--- src/rtl/boot_loader_ctrl_pkg.sv ---
// ----------------------------------------------------------------------------
// boot_loader_ctrl_pkg
// Shared definitions for the boot loader controller: default data/address
// widths and the loader FSM state encoding. State names carry a BL_ prefix
// so they never collide with the control-unit state names.
// ----------------------------------------------------------------------------
package boot_loader_ctrl_pkg;

   localparam int unsigned BL_REGISTER_WIDTH       = 4;
   localparam int unsigned BL_MEMORY_ADDRESS_WIDTH = 4;

   typedef enum logic [2:0] {
      BL_IDLE  = 3'd0,
      BL_REQ   = 3'd1,
      BL_WAIT  = 3'd2,
      BL_WRITE = 3'd3,
      BL_DONE  = 3'd4
   } bl_state_t;

   // States in which the control unit must be held in its programming state.
   function automatic logic bl_is_programming(input bl_state_t s);
      return (s == BL_REQ) || (s == BL_WAIT) || (s == BL_WRITE);
   endfunction

endpackage

--- src/rtl/boot_loader_ctrl_strb_edge_detect.sv ---
// ----------------------------------------------------------------------------
// strb_edge_detect
// Rising-edge detector for the already-synchronized data strobe button.
//   clk_i    : clock
//   reset_i  : synchronous active-high reset (clears the previous-value reg)
//   strb_i   : strobe level
//   edge_o   : high for one cycle when strb_i is 1 and was 0 last cycle
// The previous-value register updates every cycle regardless of who uses
// the pulse, so edges seen while nobody listens are simply lost.
// ----------------------------------------------------------------------------
module strb_edge_detect (
   input  logic clk_i,
   input  logic reset_i,
   input  logic strb_i,
   output logic edge_o
);

   logic strb_prev;

   always_ff @(posedge clk_i) begin
      if (reset_i) begin
         strb_prev <= 1'b0;
      end else begin
         strb_prev <= strb_i;
      end
   end

   assign edge_o = strb_i & ~strb_prev;

endmodule

--- src/rtl/boot_loader_ctrl.sv ---
// ----------------------------------------------------------------------------
// boot_loader_ctrl
// Loads program memory from board switches. A session asks the control unit
// to enter its programming state, then writes one nibble per button press to
// consecutive addresses until address 15 is written or end_i is raised.
//   clk_i             : clock
//   reset_i           : synchronous active-high reset
//   start_i           : request a session (sampled in IDLE only)
//   end_i             : finish session early (sampled in WAIT only)
//   data_i            : nibble from switches
//   data_strb_i       : synchronized button; rising edge = data_i valid
//   p_active_i        : control unit acknowledges programming state
//   p_programm_o      : request programming state from control unit
//   p_write_en_mem_o  : one-cycle memory write enable
//   p_address_o       : write address (address counter, also LEDs)
//   p_data_o          : write data (latched nibble)
//   busy_o            : high in every state except IDLE
//   done_o            : one-cycle pulse when a session ends normally
// ----------------------------------------------------------------------------
module boot_loader_ctrl
   import boot_loader_ctrl_pkg::*;
#(
   parameter int unsigned REGISTER_WIDTH       = BL_REGISTER_WIDTH,
   parameter int unsigned MEMORY_ADDRESS_WIDTH = BL_MEMORY_ADDRESS_WIDTH
) (
   input  logic                            clk_i,
   input  logic                            reset_i,
   input  logic                            start_i,
   input  logic                            end_i,
   input  logic [REGISTER_WIDTH-1:0]       data_i,
   input  logic                            data_strb_i,
   input  logic                            p_active_i,
   output logic                            p_programm_o,
   output logic                            p_write_en_mem_o,
   output logic [MEMORY_ADDRESS_WIDTH-1:0] p_address_o,
   output logic [REGISTER_WIDTH-1:0]       p_data_o,
   output logic                            busy_o,
   output logic                            done_o
);

   bl_state_t                       state;
   logic [MEMORY_ADDRESS_WIDTH-1:0] addr_cnt;
   logic [REGISTER_WIDTH-1:0]       data_reg;
   logic                            strb_edge;

   strb_edge_detect u_strb_edge_detect (
      .clk_i   (clk_i),
      .reset_i (reset_i),
      .strb_i  (data_strb_i),
      .edge_o  (strb_edge)
   );

   // Outputs are registered alongside the state: each transition drives the
   // output values belonging to the state being entered.
   always_ff @(posedge clk_i) begin
      if (reset_i) begin
         state            <= BL_IDLE;
         addr_cnt         <= '0;
         data_reg         <= '0;
         p_programm_o     <= 1'b0;
         p_write_en_mem_o <= 1'b0;
         busy_o           <= 1'b0;
         done_o           <= 1'b0;
      end else begin
         p_write_en_mem_o <= 1'b0;
         done_o           <= 1'b0;
         case (state)
            BL_IDLE: begin
               if (start_i) begin
                  state        <= BL_REQ;
                  addr_cnt     <= '0;
                  p_programm_o <= bl_is_programming(BL_REQ);
                  busy_o       <= 1'b1;
               end
            end
            BL_REQ: begin
               if (p_active_i) begin
                  state <= BL_WAIT;
               end
            end
            BL_WAIT: begin
               // end_i has priority: a coincident strobe nibble is dropped.
               if (end_i) begin
                  state        <= BL_DONE;
                  p_programm_o <= bl_is_programming(BL_DONE);
                  done_o       <= 1'b1;
               end else if (strb_edge) begin
                  state            <= BL_WRITE;
                  data_reg         <= data_i;
                  p_write_en_mem_o <= 1'b1;
               end
            end
            BL_WRITE: begin
               addr_cnt <= addr_cnt + 1'b1;
               if (addr_cnt == '1) begin
                  state        <= BL_DONE;
                  p_programm_o <= bl_is_programming(BL_DONE);
                  done_o       <= 1'b1;
               end else begin
                  state <= BL_WAIT;
               end
            end
            BL_DONE: begin
               state  <= BL_IDLE;
               busy_o <= 1'b0;
            end
            default: begin
               state        <= BL_IDLE;
               p_programm_o <= 1'b0;
               busy_o       <= 1'b0;
            end
         endcase
      end
   end

   assign p_address_o = addr_cnt;
   assign p_data_o    = data_reg;

endmodule
--- config.mk ---
export PLATFORM = sky130hd
export DESIGN_NAME = boot_loader_ctrl
export DESIGN_NICKNAME = d
export VERILOG_FILES = /design/src/rtl/boot_loader_ctrl_pkg.sv /design/src/rtl/boot_loader_ctrl_strb_edge_detect.sv /design/src/rtl/boot_loader_ctrl.sv
export SDC_FILE = /design/constraint.sdc
export NUM_CORES = 1
export LEC_CHECK = 0
export CORE_MARGIN = 5
export CORE_UTILIZATION = 44
export DETAILED_ROUTE_END_ITERATION = 10
export PLACE_DENSITY = 0.85
export RECOVER_POWER = 100
export SLEW_MARGIN = 10
export SYNTH_ARGS = -nofsm -noshare
export SYNTH_HDL_FRONTEND = slang
export SYNTH_SLANG_ARGS = --single-unit
--- constraint.sdc ---
create_clock -name clk_i -period 1.71 [get_ports clk_i]
set_input_delay 0.4275 -clock clk_i [delete_from_list [all_inputs] [get_ports clk_i]]
set_output_delay 0.4275 -clock clk_i [all_outputs]
set_load 0.1 [all_outputs]
==> flow_metrics.env, run 1 <==
export IMPL_run_status="complete, no violations"
export IMPL_die_height_um=50.9
export IMPL_cts_buffer_depth=2
export IMPL_numCtsBuffers=3
export IMPL_grt_usage_pct=14.2
export IMPL_swShare_pct=29.8
export IMPL_antennaDiodeCount=0
export IMPL_final_seq_area_um2=320
export IMPL_grt_pass1_vias=673
export IMPL_drc_errors=0
export IMPL_clk_latency_ns=0.29
export IMPL_slew_headroom_pct=48.6
export IMPL_syn_to_final_growth_pct=30.3
export IMPL_htree_levels=1
export IMPL_whs_ns=0.465
export IMPL_peakVddDrop_v=0.000674
export IMPL_postLayoutCellArea_um2=957
export IMPL_clkSinkCount=16
export IMPL_postCtsHoldBufs=0
export IMPL_rsz0062_at_grt="false"
export IMPL_seq_power_share_pct=49.4
export IMPL_cts_root_buffer="clkbuf_4"
export IMPL_p_sw_mw=0.244
export IMPL_io_buffer_count=21
export IMPL_yosys_warnings=0
export IMPL_crit_path_max_fanout=4
export IMPL_cap_violations=0
export IMPL_grt_pass1_wl_um=2870
export IMPL_pwr_share_clk_pct=30.7
export IMPL_drive_above_1_share_pct=26.5
export IMPL_tritoncts="done"
export IMPL_vias=674
export IMPL_slowest_delay_ns=0.54
export IMPL_final_cell_mix="dfxtp_1, a21oi_1, clkdlybuf4s50_1, clkbuf_2, nand3_1"
export IMPL_placed_cells=114
export IMPL_synth_seq_area_share_pct=43.6
export IMPL_worstPathArrival_ns=1.74
export IMPL_drv_slew=0
export IMPL_num_fill_cells=135
export IMPL_placed_area_um2=1100
export IMPL_leakagePower_nw=0.373
export IMPL_comb_power_share_pct=19.9
export IMPL_grt_ovfl_total=0
export IMPL_synthCells=77
export IMPL_critPathLaunchType="input pin"
export IMPL_post_cts_setup_buffer_count=0
export IMPL_period_needed_ns=1.59
export IMPL_initial_core_util_pct=47.6
export IMPL_core_area_um2=1540
export IMPL_rows=14
export IMPL_p_int_mw=0.575
export IMPL_avgSynthCellArea_um2=9.54
export IMPL_p_per_area_nw_per_um2=856
export IMPL_dpl_hpwl_um=1250
export IMPL_synthesis_area_um2=734
export IMPL_final_common_cell="dfxtp_1"
export IMPL_worst_slew_pin_slew_ns=0.771
export IMPL_first_iter_violations=9
export IMPL_fin_crit_sh_pct=93.0
export IMPL_syn_num_nets=88
export IMPL_via_per_inst=5.71
export IMPL_antenna_found_initial=0
export IMPL_multi_input_area_um2=364
export IMPL_ys_seq_elements=16
export IMPL_path_class="input pin to flip-flop"
export IMPL_ys_types=28
export IMPL_critPathCaptureType="flip-flop"
export IMPL_cp_required_ns=1.86
export IMPL_drt_wl_total_um=1650
export IMPL_hold_viol_final=0
export IMPL_ctsResizeCount=0
export IMPL_clkTransAtPathRegs_ns=0.09
export IMPL_first_pass_iters=4
export IMPL_setup_viol_count_final=0
export IMPL_ant_nets=0
export IMPL_grt_max_degree=18
export IMPL_wl_per_cell_um=14.0
export IMPL_final_cells=118
export IMPL_ios=22
export IMPL_place_gp_congestion=0.818
export IMPL_cp_cell_sequence="dlygate4sd3_1, or4b_1, nand2_1, a311oi_1"
export IMPL_dieArea_um2=2590
export IMPL_nets=114
export IMPL_die_w_um=50.9
export IMPL_r2r_setup_slack_ns=0.26
export IMPL_fin_skew_ns=0.00317
export IMPL_min_path_type="flip-flop to flip-flop"
export IMPL_clock_fmax_ghz=0.629
export IMPL_cp_slowest_cell="dlygate4sd3_1"
## power by group through the flow
stage / combinational [mW] / clock, mW / sequential [mW]
after floorplan: 0.0828 / 0 / 0.457
after global placement: 0.190 / 0 / 0.418
after detailed placement: 0.195 / 0 / 0.419
after CTS: 0.196 / 0.254 / 0.410
after global routing: 0.177 / 0.275 / 0.408
final: 0.163 / 0.252 / 0.405
## layout make-up
cell class | count | area share, %
Clock buffer | 4 | 3.79
Inverter | 2 | 0.784
Multi-Input combinational cell | 55 | 38.0
Sequential cell | 16 | 33.5
Tap cell | 16 | 2.09
Timing Repair Buffer | 25 | 21.8
## metal layers
layer	global-route usage (%)	part of all wire (%)
met4	6.38	1.8
met1	15.2	43
met2	25.6	50
met5	0	0
met3	3.78	5.2
## critical path: cells and delay by family
| family | cells | cell delay [ns] |
|---|---|---|
| compound gates | 1 | 0.09 |
| simple gates | 2 | 0.68 |
| buf+inv | 1 | 0.54 |
## registers in the layout (all words and copies together), names as in the netlist
name / cells
busy_o: 1
p_address_o: 4
u_strb_edge_detect.strb_prev: 1
p_programm_o: 1
p_data_o: 4
state: 3
p_write_en_mem_o: 1
done_o: 1
## Yosys cell counts
cell	n	share of area, %
dfxtp_1	16	44
a21oi_1	8	5.5
nand3_1	7	4.8
nand2_1	5	2.6
nand2b_1	4	3.4
nor3_1	4	2.7
o21ai_1	4	2.7
nor2_1	3	1.5
a311oi_1	2	2.4
buf_6	2	3.1
clkbuf_1	2	1.0
inv_1	2	1.0
o21ai_0	2	1.4
or4b_4	2	3.7
a2111oi_2	1	2.0
a211o_2	1	1.4
a221oi_2	1	2.0
a41oi_1	1	1.2
and3_1	1	0.85
and3b_2	1	1.4
ha_1	1	1.7
mux2i_1	1	1.4
nand2b_2	1	1.2
nand3b_1	1	1.0
nor2b_1	1	0.85
nor2b_2	1	1.2
nor4b_4	1	3.2
o2bb2ai_1	1	1.2
## kinds of logic after synthesis
| group | share of synthesized area (%) |
|---|---|
| AOI/OAI and AO/OA | 19.8 |
| buffers and inverters | 5.11 |
| adders and majority gates | 1.70 |
| and+or+nand+nor | 28.5 |
| muxes | 1.36 |
| DFF | 43.6 |
## stage by stage
stage          total power [mW]  TNS (ns)  setup WS, ns  util (%)
2_1_floorplan             0.540         0        0.0868         -
3_3_place_gp              0.607    -0.343       -0.0797      71.3
3_5_place_dp              0.614    -0.604        -0.105      71.3
4_1_cts                   0.860         0         0.206      73.7
5_1_grt                   0.859         0        0.0635      62.1
6_report                  0.820         0         0.120      62.1
## path summary, 6_finish.rpt
| kind | from | end | depth (start not counted) |
|---|---|---|---|
| worst max-delay path | start_i | p_address_o[2]$_SDFFE_PP0P_ | 4 |
| worst min register to register | p_programm_o$_SDFFE_PP0P_ | p_programm_o$_SDFFE_PP0P_ | 2 |
| worst max register to register | state[0]$_SDFFE_PP0P_ | p_data_o[1]$_SDFFE_PP0P_ | 3 |
| worst min-delay path | p_programm_o$_SDFFE_PP0P_ | p_programm_o$_SDFFE_PP0P_ | 2 |
No activity file was read; power rests on OpenSTA's default activity.
==> run 2: changes to the inputs <==
Settings changed: SLEW_MARGIN 10 to 0.
==> results of run 2 <==
Same layout as run 1: the final DEF is identical, and so are final timing and power.
